--- src/rtl/board_pkg.sv ---
// Shared board geometry, cell codes and command encodings for the board memory,
// the writer and the game control.
package board_pkg;

  localparam int X_SIZE       = 12;
  localparam int Y_SIZE       = 12;
  localparam int X_ADDR_WIDTH = 4;
  localparam int Y_ADDR_WIDTH = 4;
  localparam int DATA_WIDTH   = 2;
  localparam int MAX_SHIP_LEN = 4;
  localparam int LEN_WIDTH    = 3;
  localparam int ADDR_WIDTH   = X_ADDR_WIDTH + Y_ADDR_WIDTH;
  localparam int CELLS        = X_SIZE * Y_SIZE;
  localparam int CNT_WIDTH    = $clog2(CELLS + 1);

  typedef enum logic [1:0] {
    CELL_EMPTY = 2'd0,
    CELL_SHIP  = 2'd1,
    CELL_MISS  = 2'd2,
    CELL_HIT   = 2'd3
  } cell_t;

  typedef enum logic [1:0] {
    OP_NOP   = 2'd0,
    OP_CLEAR = 2'd1,
    OP_CELL  = 2'd2,
    OP_SHIP  = 2'd3
  } cmd_op_t;

  typedef enum logic [1:0] {
    STEP_X,
    STEP_Y,
    STEP_RASTER
  } step_mode_t;

  function automatic logic cell_in_bounds(input logic [X_ADDR_WIDTH-1:0] x,
                                          input logic [Y_ADDR_WIDTH-1:0] y);
    return (x < X_ADDR_WIDTH'(X_SIZE)) && (y < Y_ADDR_WIDTH'(Y_SIZE));
  endfunction

  // End coordinates are one bit wider so that e.g. x=15,len=4 cannot wrap into range.
  function automatic logic ship_in_bounds(input logic [X_ADDR_WIDTH-1:0] x,
                                          input logic [Y_ADDR_WIDTH-1:0] y,
                                          input logic [LEN_WIDTH-1:0]    len,
                                          input logic                    dir);
    logic [X_ADDR_WIDTH:0] x_end;
    logic [Y_ADDR_WIDTH:0] y_end;
    logic                  len_ok;
    x_end  = {1'b0, x} + (X_ADDR_WIDTH+1)'(len);
    y_end  = {1'b0, y} + (Y_ADDR_WIDTH+1)'(len);
    len_ok = (len != '0) && (len <= LEN_WIDTH'(MAX_SHIP_LEN));
    if (dir)
      return len_ok && (y_end <= (Y_ADDR_WIDTH+1)'(Y_SIZE)) && (x < X_ADDR_WIDTH'(X_SIZE));
    else
      return len_ok && (x_end <= (X_ADDR_WIDTH+1)'(X_SIZE)) && (y < Y_ADDR_WIDTH'(Y_SIZE));
  endfunction

endpackage

--- src/rtl/board_addr_gen.sv ---
// Board address walker: loads a start cell and a write count, then steps along x,
// along y, or in raster order (y fastest, wrapping into the next column).
module board_addr_gen
  import board_pkg::*;
(
  input  logic                    clk,
  input  logic                    rst_n,
  input  logic                    load_i,
  input  logic                    step_i,
  input  step_mode_t              mode_i,
  input  logic [X_ADDR_WIDTH-1:0] x_i,
  input  logic [Y_ADDR_WIDTH-1:0] y_i,
  input  logic [CNT_WIDTH-1:0]    count_i,
  output logic [X_ADDR_WIDTH-1:0] x_o,
  output logic [Y_ADDR_WIDTH-1:0] y_o,
  output logic                    last_o
);

  logic [X_ADDR_WIDTH-1:0] x_q;
  logic [Y_ADDR_WIDTH-1:0] y_q;
  logic [CNT_WIDTH-1:0]    remain_q;
  step_mode_t              mode_q;

  // NOTE: registers update with <= so every flop samples the pre-edge values;
  // blocking assignments here would let later lines see already-updated state.
  always_ff @(posedge clk or negedge rst_n) begin
    if (!rst_n) begin
      x_q      <= '0;
      y_q      <= '0;
      remain_q <= '0;
      mode_q   <= STEP_X;
    end else if (load_i) begin
      x_q      <= x_i;
      y_q      <= y_i;
      remain_q <= count_i;
      mode_q   <= mode_i;
    end else if (step_i) begin
      remain_q <= remain_q - 1'b1;
      case (mode_q)
        STEP_X: x_q <= x_q + 1'b1;
        STEP_Y: y_q <= y_q + 1'b1;
        default: begin
          if (y_q == Y_ADDR_WIDTH'(Y_SIZE - 1)) begin
            y_q <= '0;
            x_q <= x_q + 1'b1;
          end else begin
            y_q <= y_q + 1'b1;
          end
        end
      endcase
    end
  end

  assign x_o    = x_q;
  assign y_o    = y_q;
  assign last_o = (remain_q == CNT_WIDTH'(1));

endmodule

--- src/rtl/board_writer.sv ---
// Command-driven write sequencer owning the board memory write port: validates
// CLEAR/CELL/SHIP commands and streams one registered write per cycle.
module board_writer
  import board_pkg::*;
(
  input  logic                    clk,
  input  logic                    rst_n,
  input  logic                    cmd_valid,
  output logic                    cmd_ready,
  input  logic [1:0]              cmd_op,
  input  logic [X_ADDR_WIDTH-1:0] cmd_x,
  input  logic [Y_ADDR_WIDTH-1:0] cmd_y,
  input  logic [LEN_WIDTH-1:0]    cmd_len,
  input  logic                    cmd_dir,
  input  logic [DATA_WIDTH-1:0]   cmd_data,
  output logic [ADDR_WIDTH-1:0]   write_addr,
  output logic [DATA_WIDTH-1:0]   write_data,
  output logic                    write_enable,
  output logic                    done,
  output logic                    error
);

  typedef enum logic [1:0] {ST_IDLE, ST_WRITE, ST_REPORT} state_t;

  state_t                  state_q;
  logic                    we_q;
  logic [DATA_WIDTH-1:0]   data_q;
  logic                    done_q;
  logic                    error_q;

  cmd_op_t                 op;
  logic                    accept;
  logic                    cmd_ok;
  logic [DATA_WIDTH-1:0]   data_d;
  logic                    gen_load;
  logic                    gen_step;
  step_mode_t              gen_mode;
  logic [X_ADDR_WIDTH-1:0] gen_x_start;
  logic [Y_ADDR_WIDTH-1:0] gen_y_start;
  logic [CNT_WIDTH-1:0]    gen_count;
  logic [X_ADDR_WIDTH-1:0] gen_x;
  logic [Y_ADDR_WIDTH-1:0] gen_y;
  logic                    gen_last;

  assign op        = cmd_op_t'(cmd_op);
  assign cmd_ready = (state_q == ST_IDLE);
  assign accept    = cmd_valid && cmd_ready;

  // NOTE: every signal written here gets a default first so no path leaves it
  // unassigned, which would otherwise infer a latch.
  always_comb begin
    cmd_ok      = 1'b0;
    data_d      = CELL_EMPTY;
    gen_mode    = STEP_X;
    gen_x_start = cmd_x;
    gen_y_start = cmd_y;
    gen_count   = '0;
    case (op)
      OP_CLEAR: begin
        cmd_ok      = 1'b1;
        gen_mode    = STEP_RASTER;
        gen_x_start = '0;
        gen_y_start = '0;
        gen_count   = CNT_WIDTH'(CELLS);
      end
      OP_CELL: begin
        cmd_ok    = cell_in_bounds(cmd_x, cmd_y);
        data_d    = cmd_data;
        gen_count = CNT_WIDTH'(1);
      end
      OP_SHIP: begin
        cmd_ok    = ship_in_bounds(cmd_x, cmd_y, cmd_len, cmd_dir);
        data_d    = CELL_SHIP;
        gen_mode  = cmd_dir ? STEP_Y : STEP_X;
        gen_count = CNT_WIDTH'(cmd_len);
      end
      default: ;
    endcase
  end

  assign gen_load = accept && cmd_ok;
  assign gen_step = (state_q == ST_WRITE) && !gen_last;

  board_addr_gen u_addr_gen (
    .clk     (clk),
    .rst_n   (rst_n),
    .load_i  (gen_load),
    .step_i  (gen_step),
    .mode_i  (gen_mode),
    .x_i     (gen_x_start),
    .y_i     (gen_y_start),
    .count_i (gen_count),
    .x_o     (gen_x),
    .y_o     (gen_y),
    .last_o  (gen_last)
  );

  always_ff @(posedge clk or negedge rst_n) begin
    if (!rst_n) begin
      state_q <= ST_IDLE;
      we_q    <= 1'b0;
      data_q  <= '0;
      done_q  <= 1'b0;
      error_q <= 1'b0;
    end else begin
      done_q  <= 1'b0;
      error_q <= 1'b0;
      case (state_q)
        ST_IDLE: begin
          if (accept && op != OP_NOP) begin
            if (cmd_ok) begin
              state_q <= ST_WRITE;
              we_q    <= 1'b1;
              data_q  <= data_d;
            end else begin
              state_q <= ST_REPORT;
              error_q <= 1'b1;
            end
          end
        end
        ST_WRITE: begin
          // The address walker advances in lockstep, so the last write ends here.
          if (gen_last) begin
            state_q <= ST_REPORT;
            we_q    <= 1'b0;
            done_q  <= 1'b1;
          end
        end
        default: state_q <= ST_IDLE;
      endcase
    end
  end

  assign write_addr   = {gen_x, gen_y};
  assign write_data   = data_q;
  assign write_enable = we_q;
  assign done         = done_q;
  assign error        = error_q;

endmodule
--- config.mk ---
export PLATFORM = sky130hd
export DESIGN_NAME = board_writer
export DESIGN_NICKNAME = d
export VERILOG_FILES = /design/src/rtl/board_pkg.sv /design/src/rtl/board_addr_gen.sv /design/src/rtl/board_writer.sv
export SDC_FILE = /design/constraint.sdc
export NUM_CORES = 1
export LEC_CHECK = 0
export CAP_MARGIN = 15
export CORE_MARGIN = 10
export CORE_UTILIZATION = 52
export DETAILED_ROUTE_END_ITERATION = 7
export GPL_TIMING_DRIVEN = 0
export PLACE_DENSITY = 0.81
export SYNTH_ARGS = -nofsm -noshare
export SYNTH_HDL_FRONTEND = slang
export SYNTH_SLANG_ARGS = --single-unit
--- constraint.sdc ---
create_clock -name clk -period 2.75 [get_ports clk]
set_input_delay 0.55 -clock clk [delete_from_list [all_inputs] [get_ports clk]]
set_output_delay 0.55 -clock clk [all_outputs]
set_load 0.05 [all_outputs]
==> impl_metrics.yaml <==
run_status:
  status: "finished, final reports clean"
setup_path:
  crit_type: "primary input to flop"
  r2r-end: "u_addr_gen.remain_q[3]"
  reg2reg_depth: 8
  arrival_ns: 2.91
  crit_path_end_kind: "flop"
  crit_start: "cmd_y[0]"
  rrSetupSlack_ns: 0.41
  cp-start-kind: "primary input"
  crit_fanout: 5
  crit_required_ns: 2.95
  crit-reg2reg-launch: "u_addr_gen.remain_q[5]"
place:
  io_buffers: 32
  placed_area_mm2: 0.00216
  gp_congestion: 0.888
  hpwl_um: 3400
floorplan:
  die_w_um: 78.4
  die_height_um: 78.4
  num_rows: 21
  die_area_mm2: 0.00614
  fp.coreArea_mm2: 0.00331
  start_util_pct: 53.6
  ios: 33
finish:
  drive_gt1_share_pct: 18.7
  fin_area_mm2: 0.00239
  final_common_cell: "clkdlybuf4s50_1"
  nets: 273
  syn2layout_area_growth_pct: 34.7
  insertedDiodeCount: 0
  layout_common_cells: "27 x clkdlybuf4s50_1, 25 x dfrtp_1, 15 x nand2_1"
detailed_routing:
  postRouteAntennaNets: 0
  wl_met2_um: 2360
  first_pass_iters: 4
  wl_met1_um: 2120
  remaining_drc_errors: 0
  avgRoutedWirePerCell_um: 16.7
  viasPerCell: 5.87
  wl_um: 4810
  top_layer: "met4"
  vias: 1685
  dr_wl_met3_um: 255
  drt-initial-drc-count: 123
clock_tree:
  clock_latency_ns: 0.32
  numCtsBuffers: 3
  root_buffer: "clkbuf_4"
  cts_sinks: 25
  clkTransAtPathRegs_ns: 0.15
  cts_tree: "yes"
  cts.htree.levels: 1
  cts_max_path_buffers: 2
timing:
  max_freq_mhz: 369
  setup_viol: 0
  clock_skew_ns: 0.0140
  maxSlewViolCount: 0
  finalCritPeriodShare_pct: 98.5
  min_period_ns: 2.71
  hold_viol: 0
  slew_headroom_pct: 43.3
  worst_slew_pin_slew_ns: 0.847
power:
  power_density_mw_per_mm2: 287
  finalPower_mw: 0.686
  ir_drop_v: 0.000248
  p_leak_nw: 1.01
synth:
  synth_async_sr_flop_share_pct: 100
  synth_cell_type_count: 57
  ys_seq_area_share_pct: 35.3
  yosysWarnings: 0
  ys_dominant_reg_cell: "dfrtp_1"
  synth_nets: 223
  netlist_area_mm2: 0.00177
  synth_edf_count: 0
  syn-mean-instance-area_um2: 9.23
  synth-seq-cells: 25
  postSynthCellCount: 192
min_path:
  min_from: "write_data[0]"
  hold_depth: 2
  hold_end: "write_data[0]"
  hold_path.class: "flop to flop"
global_route:
  grt_max_degree: 26
  grt_pass1_vias: 1718
  grt_overflow: 0
  grt_pass1_wl_um: 7980
  track_usage_pct: 15.5
  antenna_found_initial: 0
flow_run:
  cap_viol_max_count: 0
## worst max path at each step
stage,slack (ns),cells past startpoint,end
final,0.04,10,u_addr_gen.x_o[3]
after detailed placement,-0.91,11,u_addr_gen.y_o[3]
after global routing,-0.003,10,u_addr_gen.x_o[3]
after global placement,-0.90,11,u_addr_gen.y_o[3]
after floorplan,0.03,12,write_data[0]
after CTS,0.002,10,u_addr_gen.x_o[3]
## logic make-up (layout without fill, tap and decap cells)
group	count (synthesis)	in the layout	synth area share, %
buf+inv	14	61	3.67
xor+xnor	9	9	4.45
flops	25	25	35.3
fa+ha+maj	12	12	9.32
compound gates	56	58	22.7
simple gates	75	75	24.1
mux	1	1	0.565
## through the flow
| stage | instances | setup TNS, ns | utilization (%) | hold WS [ns] | worst slack, ns |
|---|---|---|---|---|---|
| floorplan | 192 | 0 | - | 0.254 | 0.0290 |
| global route | 287 | -0.00307 | 72.1 | 0.540 | -0.00307 |
| CTS | 282 | 0 | 70.1 | 0.507 | 0.00244 |
| global placement | 270 | -18.04 | 65.2 | 0.470 | -0.905 |
| detailed placement | 270 | -18.65 | 65.2 | 0.478 | -0.914 |
| finish | 287 | 0 | 72.1 | 0.501 | 0.0412 |
## area by class of cell
| cell class | instances | area [um^2] |
|---|---|---|
| multi-input cells | 155 | 1180 |
| fillers | 271 | 923 |
| flip-flops and latches | 25 | 626 |
| repair buffers | 43 | 422 |
| well taps | 46 | 57.6 |
| plain buffers | 4 | 37.5 |
| inverters | 10 | 37.5 |
| clock buffers | 3 | 22.5 |
| clock inverters | 1 | 5.00 |
## cells in the mapped netlist (all sizes together) (2+ instances only)
cell | number | area share [%]
buf | 3 | 1.3
xor2 | 4 | 2.0
o31a | 2 | 1.1
nor2 | 18 | 4.4
inv | 10 | 2.1
a21oi | 9 | 3.0
nand2b | 2 | 0.71
nand3 | 9 | 3.5
o21ai | 13 | 3.7
o2bb2ai | 5 | 2.5
nand2 | 15 | 3.2
fa | 2 | 2.3
ha | 10 | 7.1
a21o | 2 | 0.85
xnor2 | 5 | 2.5
o31ai | 2 | 1.1
a31oi | 4 | 1.4
dfrtp | 25 | 35
nor4 | 4 | 1.4
o32a | 3 | 1.7
nor3 | 9 | 2.5
o221ai | 2 | 0.99
nor2b | 4 | 1.4
a211oi | 2 | 0.85
and3 | 4 | 1.4
o21a | 3 | 1.3
## worst max-delay path: stages
cell	delay (ns)
clkdlybuf4s50_1	0.49
ha_1	0.17
inv_1	0.05
fa_1	0.41
and4_1	0.24
o21bai_4	0.16
a21oi_4	0.12
and2_2	0.25
a2111oi_4	0.38
a211oi_1	0.08
## sequential cells by signal (all words and copies together) (netlist names)
signal	cells
u_addr_gen.x_o	4
u_addr_gen.mode_q	2
state_q	2
u_addr_gen.y_o	4
write_data	2
error	1
done	1
u_addr_gen.remain_q	8
write_enable	1
## report_power, final
group	switching (mW)	internal [mW]
Combinational	0.0791	0.0722
Sequential	0	0.368
Clock	0.113	0.0545
Total	0.192	0.494
## what timing repair did
item / 4_1_cts / 5_1_grt
cloned: 2 / 1
endpoints found under the setup margin: 24 / 19
hold buffers: 0 / 0
pin swaps: 5 / 8
buffers inserted: 6 / 3
resized for setup: 24 / 9
## layer usage
| metal | vias up | GRT usage, % |
|---|---|---|
| met1 | 804 | 18.9 |
| met5 | - | 0 |
| met2 | 60 | 27.0 |
| met4 | 0 | 4.84 |
| li1 | 815 | - |
| met3 | 6 | 2.51 |
No activity file was read; power rests on OpenSTA's default activity.
